### src/rtl/loader_pkg.sv
// Shared types and constants for the boot-time program loader.
package loader_pkg;

  typedef enum logic [2:0] {
    HDR_LO,
    HDR_HI,
    LD_LO,
    LD_HI,
    RUN,
    ERR
  } loader_state_t;

  // Header is one 16-bit word count, sent low byte first.
  localparam int unsigned HDR_BYTES = 2;

endpackage

### src/rtl/instr_ram.sv
// Instruction RAM: synchronous write, asynchronous read, no reset on contents.
module instr_ram #(
  parameter int unsigned DEPTH = 256,
  parameter int unsigned AW    = $clog2(DEPTH)
) (
  input  logic          clk,
  input  logic          we,
  input  logic [AW-1:0] waddr,
  input  logic [15:0]   wdata,
  input  logic [AW-1:0] raddr,
  output logic [15:0]   rdata
);

  logic [15:0] mem [DEPTH];

  // Write port: one word per clock when enabled.
  always_ff @(posedge clk) begin
    if (we) begin
      mem[waddr] <= wdata;
    end
  end

  assign rdata = mem[raddr];

endmodule

### src/rtl/prog_loader.sv
// Boot loader: assembles a byte stream into the instruction RAM, holds the
// CPU in reset while loading, then serves masked instruction fetches.
module prog_loader
  import loader_pkg::*;
#(
  parameter int unsigned DEPTH = 256
) (
  input  logic        clk,
  input  logic        reset,
  input  logic [7:0]  rx_data,
  input  logic        rx_valid,
  output logic        rx_ready,
  input  logic        reload,
  input  logic [15:0] instrAddr,
  output logic [15:0] instr,
  output logic        cpu_reset,
  output logic        done,
  output logic        err
);

  localparam int unsigned AW      = $clog2(DEPTH);
  localparam logic [16:0] DEPTH_W = 17'(DEPTH);

  loader_state_t state, state_next;

  logic [7:0]    n_lo;
  logic [15:0]   hdr_n;
  logic [7:0]    low;
  logic [AW-1:0] wr_ptr;
  logic [15:0]   count;
  logic [15:0]   rdata;
  logic          we;
  logic          accept;
  logic          last_word;
  logic [15:0]   hdr_word;

  assign accept    = rx_valid && rx_ready;
  assign hdr_word  = {rx_data, n_lo};
  assign last_word = (16'(wr_ptr) == (hdr_n - 16'd1));

  // State register.
  always_ff @(posedge clk or negedge reset) begin
    if (!reset) begin
      state <= HDR_LO;
    end else begin
      state <= state_next;
    end
  end

  // Next-state, ready and write-enable decode.
  always_comb begin
    state_next = state;
    rx_ready   = 1'b0;
    we         = 1'b0;
    case (state)
      HDR_LO: begin
        rx_ready = 1'b1;
        if (accept) state_next = HDR_HI;
      end
      HDR_HI: begin
        rx_ready = 1'b1;
        if (accept) begin
          if (hdr_word == 16'd0)                state_next = RUN;
          else if ({1'b0, hdr_word} > DEPTH_W)  state_next = ERR;
          else                                  state_next = LD_LO;
        end
      end
      LD_LO: begin
        rx_ready = 1'b1;
        if (accept) state_next = LD_HI;
      end
      LD_HI: begin
        rx_ready = 1'b1;
        if (accept) begin
          we         = 1'b1;
          state_next = last_word ? RUN : LD_LO;
        end
      end
      RUN:     if (reload) state_next = HDR_LO;
      ERR:     if (reload) state_next = HDR_LO;
      default: state_next = HDR_LO;
    endcase
  end

  // Header capture, byte assembly, write pointer, visible count and CPU reset.
  always_ff @(posedge clk or negedge reset) begin
    if (!reset) begin
      n_lo      <= '0;
      hdr_n     <= '0;
      low       <= '0;
      wr_ptr    <= '0;
      count     <= '0;
      cpu_reset <= 1'b1;
    end else begin
      cpu_reset <= (state_next != RUN);
      if (state == HDR_LO && accept) n_lo <= rx_data;
      if (state == HDR_HI && accept) begin
        hdr_n  <= hdr_word;
        wr_ptr <= '0;
      end
      if (state == LD_LO && accept) low <= rx_data;
      if (we) wr_ptr <= wr_ptr + 1'b1;
      // count is latched on RUN entry and forced to zero whenever not in RUN,
      // so stale RAM words are never visible to the CPU.
      if (state_next != RUN)  count <= '0;
      else if (state == LD_HI) count <= hdr_n;
      else if (state == HDR_HI) count <= '0;
    end
  end

  instr_ram #(
    .DEPTH (DEPTH),
    .AW    (AW)
  ) u_ram (
    .clk   (clk),
    .we    (we),
    .waddr (wr_ptr),
    .wdata ({rx_data, low}),
    .raddr (instrAddr[AW-1:0]),
    .rdata (rdata)
  );

  assign instr = (instrAddr < count) ? rdata : 16'h0000;
  assign done  = (state == RUN);
  assign err   = (state == ERR);

endmodule
### config.mk
export PLATFORM = sky130hd
export DESIGN_NAME = prog_loader
export DESIGN_NICKNAME = d
export VERILOG_FILES = /design/src/rtl/loader_pkg.sv /design/src/rtl/instr_ram.sv /design/src/rtl/prog_loader.sv
export SDC_FILE = /design/constraint.sdc
export NUM_CORES = 2
export LEC_CHECK = 0
export CAP_MARGIN = 30
export CORE_MARGIN = 3
export CORE_UTILIZATION = 31
export DETAILED_ROUTE_END_ITERATION = 7
export GPL_ROUTABILITY_DRIVEN = 0
export PLACE_DENSITY = 0.52
export SYNTH_ARGS = -nofsm -noshare
export SYNTH_HDL_FRONTEND = slang
export SYNTH_HIERARCHICAL = 1
export SYNTH_SLANG_ARGS = --single-unit
### constraint.sdc
create_clock -name clk -period 13.2 [get_ports clk]
set_clock_uncertainty 0.1 [all_clocks]
set_input_delay 3.3 -clock clk [delete_from_list [all_inputs] [get_ports clk]]
set_output_delay 3.3 -clock clk [all_outputs]
set_load 0.01 [all_outputs]
**Word-level counts from Yosys, hierarchy flattened**

Memory sizes are Yosys's and may differ from the RTL's.
Index checks and enable logic that the tools add are counted.

- Register bits: 60
- Bits in latches: 0
- Bits in writable memories: 4096
- Memory bits (read-only): 0
- Bits of input ports: 28
- Output and inout bits: 20
- Word-level logic and storage cells: 49
- Memories: 1

- $add $sub $neg: 2
- Multiply operators: 0
- Div/mod/pow operators: 0
- $lt $le $gt $ge: 2
- Eq/ne operators: 7
- Shift operators: 0
- Muxes and demuxes: 20
- Bitwise logic cells: 0
- Reduce and logical (&&, ||, !) cells: 10

Memory list:

| name | words | bits a word | read ports | clocked after Yosys merged registers in | write ports | RTL line | RTL |
|---|---|---|---|---|---|---|---|
| u_ram.mem | 256 | 16 | 1 | 0 | 1 | instr_ram.sv:14 | `logic [15:0] mem [DEPTH];` |

Operator list:

| cell | count |
|---|---|
| 2-to-1 mux 16 bit | 4 |
| 2-to-1 mux 3 bit | 8 |
| equality test 8 x 16 -> 1 bit | 1 |
| greater-than comparator 16 x 9 -> 1 bit, second input constant | 1 |
| logical NOT 16 bit | 1 |
| less-than comparator 16 bit | 1 |
| 2-to-1 mux 8 bit | 2 |
| subtractor 16 x 1 -> 16 bit, second input constant | 1 |
| one-hot mux 3 bit (5 select lines) | 1 |
| adder 8 x 1 -> 8 bit, second input constant | 1 |
| equality test 3 x 2 -> 1 bit, second input constant | 2 |
| equality test 3 bit, second input constant | 2 |
| 2-to-1 mux 1 bit | 5 |
| logical AND 1 bit | 4 |
| OR reduction 4 bit | 1 |
| equality test 3 x 1 -> 1 bit, second input constant | 1 |
| logical NOT 3 bit | 1 |
| != test 3 bit, second input constant | 1 |
| nonzero test 3 bit | 1 |
| nonzero test 2 bit | 1 |
| OR reduction 2 bit | 1 |

**Depth between registers and ports, before layout**

- Word-level depth: 8
- Mapped depth: 13
- Mapped depth without buffers: 8

**Hierarchy**

The synthesis kept the hierarchy.

By module, submodules not included:

| module | instances | cells each | area an instance (µm²) | sequential area each (µm²) |
|---|---|---|---|---|
| instr_ram | 1 | 7344 | 158394.4 | 122998.0 |
| prog_loader | 1 | 348 | 3347.0 | 1502.7 |

**Worst setup path before layout**

Ideal clock, no wire load.

- Path type: input to output
- From: input port instrAddr[0]
- To: output port instr[4]
- Data arrival time: 5452 ps
- Data required time: 9800 ps
- Setup slack: 4348 ps
- Stages: 9
- Buffers on the path: 3
- Path through: buf_6 -> buf_6 -> buf_2 -> mux4_2 -> mux4_2 -> a22o_1 -> o32ai_2 -> nor4_2 -> and2_1

- Cells in the longest elaborated chain, start to end: 2
- Elaborated cells on any way between the ends: 3
- Those cells by class: 1 x order compare; 1 x mux; 1 x memory

Ends and longest elaborated chain:

| element | RTL line | RTL |
|---|---|---|
| start: declaration | prog_loader.sv:14 | `input logic [15:0] instrAddr,` |
| memory read (256 x 16 bit) | -- |  |
| net rdata[4] | prog_loader.sv:31 | `logic [15:0] rdata;` |
| 2-to-1 mux 16 bit | prog_loader.sv:123 | `assign instr = (instrAddr < count) ? rdata : 16'h0000;` |
| end: declaration | prog_loader.sv:15 | `output logic [15:0] instr,` |

The timed path passes the listed nets, and every way through them passes these cells.

**Final worst setup path**

- From: input port instrAddr[5]
- To: output port instr[15]

The elaborated chain is that of the path after synthesis.

==> flow_metrics.tcl <==
set metrics [dict create \
    fin_crit_ns 11.89 \
    r2r_cells 8 \
    layout.cells.non_filler 15500 \
    root_buffer "clkbuf_16" \
    worst_slew_pin_slew_ns 1.13 \
    synth_common_cells "4096 x edfxtp_1, 797 x mux4_2, 566 x mux2i_1" \
    ys_seq_area_share_pct 77.0 \
    cts_sinks 4156 \
    switchingPower_mw 5.93 \
    wl_per_cell_um 29.7 \
    setup_viol 0 \
    cts_buffers 415 \
    drt_iter0_markers 9697 \
    start_util_pct 31.2 \
    syn_inst 7692 \
    outcome "completed" \
    dpl.cell_count 14700 \
    ant_nets 0 \
    antenna_found_initial 17 \
    clock_latency_ns 1.01 \
    cp-start-kind "input port" \
    combPwrFrac_pct 5.1 \
    h-tree-depth 5 \
    cts_setup_buffers 0 \
    path_clk_slew_ns 0.06 \
    peakVddDrop_mv 0.120 \
    r2r_setup_slack_ns 8.29 \
    die-area_um2 530000 \
    via_per_inst 5.26 \
    num_vias 81400 \
    netlist_area_um2 162000 \
    max_cap_viol_count 0 \
    switching_share_pct 21.7 \
    whs_endpoint "count[2]" \
    rows 264 \
    synth.avg_cell_area_um2 21.0 \
    ys_warn_count 6 \
    track_usage_pct 16.9 \
    hpwl_mm 278 \
    p_per_area_nw_per_um2 146 \
    async_reset_ff_share_pct 1.44 \
    synth_ff_type "edfxtp_1" \
    fmax_ghz 0.0841 \
    r2r-start "state[0]" \
    grt_max_degree 102 \
    core_um2 518000 \
    fin_nets 8251 \
    clkPwrFrac_pct 41.6 \
    internal_power_mw 21.3 \
    yosysMostFrequentCell "edfxtp_1" \
    n_fill_cell 47400 \
    numPortBuffers 47 \
    die_h_um 728 \
    yosysTopAreaCellShare_pct 76.0 \
    crit_type "input port to output port" \
    die_w_um 728 \
    end_kind "output port" \
    synthTopCellsByArea "edfxtp_1 76%, mux4_2 11%, mux2i_1 3.5%, o221ai_1 1.4%, dfrtp_1 0.91%" \
    hold_viol_final 0 \
    grt_pass1_wl_mm 645 \
    synth_edf_count 4096 \
    syn_nets 7737 \
    rr_endpoint "u_ram/mem[14][15]" \
    critPathMaxFanout 15 \
    power.share.sequential_pct 53.4 \
    worstHoldPathType "register to register" \
    cts_tree "built" \
    drive_above_1_share_pct 24.9 \
    ys_ff_latch 4156 \
    synth_top_cell_by_area "edfxtp_1" \
    finalCritPeriodShare_pct 90.1 \
    drt_pass1_iterations 5 \
    first_global_vias 81900 \
    syn2layout_area_growth_pct 15.2 \
    whs_ns 0.383 \
    hold_buffers 0 \
    tns_ns 0 \
    cts_buffer_depth 4 \
    hold_depth 2 \
    fin_ws_ns 1.31 \
    post-place-ws_ns 1.45 \
    finalWirelength_mm 460 \
    p_total_mw 27.3 \
    synth_cell_types 72 \
    rsz0062_at_grt "false" \
    arrival_ns 8.49 \
    p_leak_nw 54.6 \
    cp.required_ns 9.80 \
    drv_slew 0 \
    slew_headroom_pct 23.8 \
    cts_resized 0 \
    hp-start "count[2]" \
    grt.overflow.total 0 \
    drc 0 \
    io_pins 48 \
]
==> metal layers <==
metal,GRT usage (%),part of all wire (%),up-vias
li1,-,-,33500
met1,23.5,42,44300
met2,27.2,47,3072
met3,3.03,7.1,576
met4,5.09,3.2,4
met5,0,0.0054,-
==> stage by stage <==
| step | instance area [um^2] | util, % |
|---|---|---|
| 2_1_floorplan | 162000 | - |
| 3_3_place_gp | 172000 | 33.3 |
| 3_5_place_dp | 173000 | 33.4 |
| 4_1_cts | 186000 | 35.9 |
| 5_1_grt | 186000 | 36.0 |
| 6_report | 186000 | 36.0 |
==> sequential cells by signal (all words and copies together) (netlist names) <==
signal,cells
cpu_reset,1
n_lo,8
hdr_n,16
count,16
state,3
low,8
u_ram/mem,4096
wr_ptr,8
==> final cells by class <==
cell class	count	area (um^2)	share of cell area [%]
clock buffer	527	10900	5.84
multi-input combinational	3039	34800	18.7
timing repair buffer	560	5350	2.87
antenna	8	20.0	0.0107
clock inverter	230	2040	1.09
sequential	4156	125000	66.8
tap	6916	8650	4.64
inverter	34	140	0.0752
==> worst max-delay path, cell delays in order <==
cell and delay (ns):
clkdlybuf4s50_1 1.00, buf_4 0.37, nand4b_1 0.43, nand2b_1 0.76
a21oi_1 0.07, a21oi_1 0.60, nand4_1 0.30, nor4_1 0.80
and2_1 0.24, clkdlybuf4s50_1 0.54
==> power groups by stage <==
stage,Combinational [mW],Sequential [mW],Clock (mW)
floorplan,0.775,14.8,0
global placement,1.36,14.8,0
detailed placement,1.39,14.8,0
CTS,1.39,14.5,11.6
global route,1.46,14.5,12.1
finish,1.38,14.5,11.3
==> cells in the final DEF, fill, tap and decap left out, drive strengths merged, types with 5 or more instances in the layout <==
cell           instances
mux2                 109
clkinv               178
edfxtp              4096
and3                  13
a221oi                28
clkdlybuf4s50         33
a31oi                  8
o21ai                 72
nand4                 33
diode                  8
inv                   54
nor3                 104
a22oi                 43
and2                  24
a2111oi                8
o31ai                 17
mux2i                566
nand2                 79
clkinvlp               6
nor4                  24
dfrtp                 59
nand2b                 5
a211oi                20
clkbuf               530
o32ai                 21
a21o                   9
nand3                 43
bufinv                26
o221ai               253
o22ai                149
a22o                  33
ha                    17
a21oi                189
buf                  524
or2                    6
nor2b                  9
mux4                 797
nor2                 321
==> how the worst max path moves through the flow <==
stage	startpoint	end	slack, ns	cells after the start
floorplan	instrAddr[0]	instr[4]	4.35	9
global placement	instrAddr[5]	instr[2]	0.86	10
detailed placement	instrAddr[0]	instr[13]	1.45	13
CTS	instrAddr[0]	instr[13]	1.45	13
global route	instrAddr[5]	instr[5]	1.31	10
finish	instrAddr[5]	instr[15]	1.31	10
==> kinds of logic after synthesis <==
family	Yosys count	synth area share (%)
compound gates	858	3.76
xor+xnor	8	0.0433
buf+inv	497	1.76
fa+ha+maj	17	0.132
mux	1472	15.4
flops	4156	77.0
simple gates	684	1.97
(Power assumes the default switching activity.)
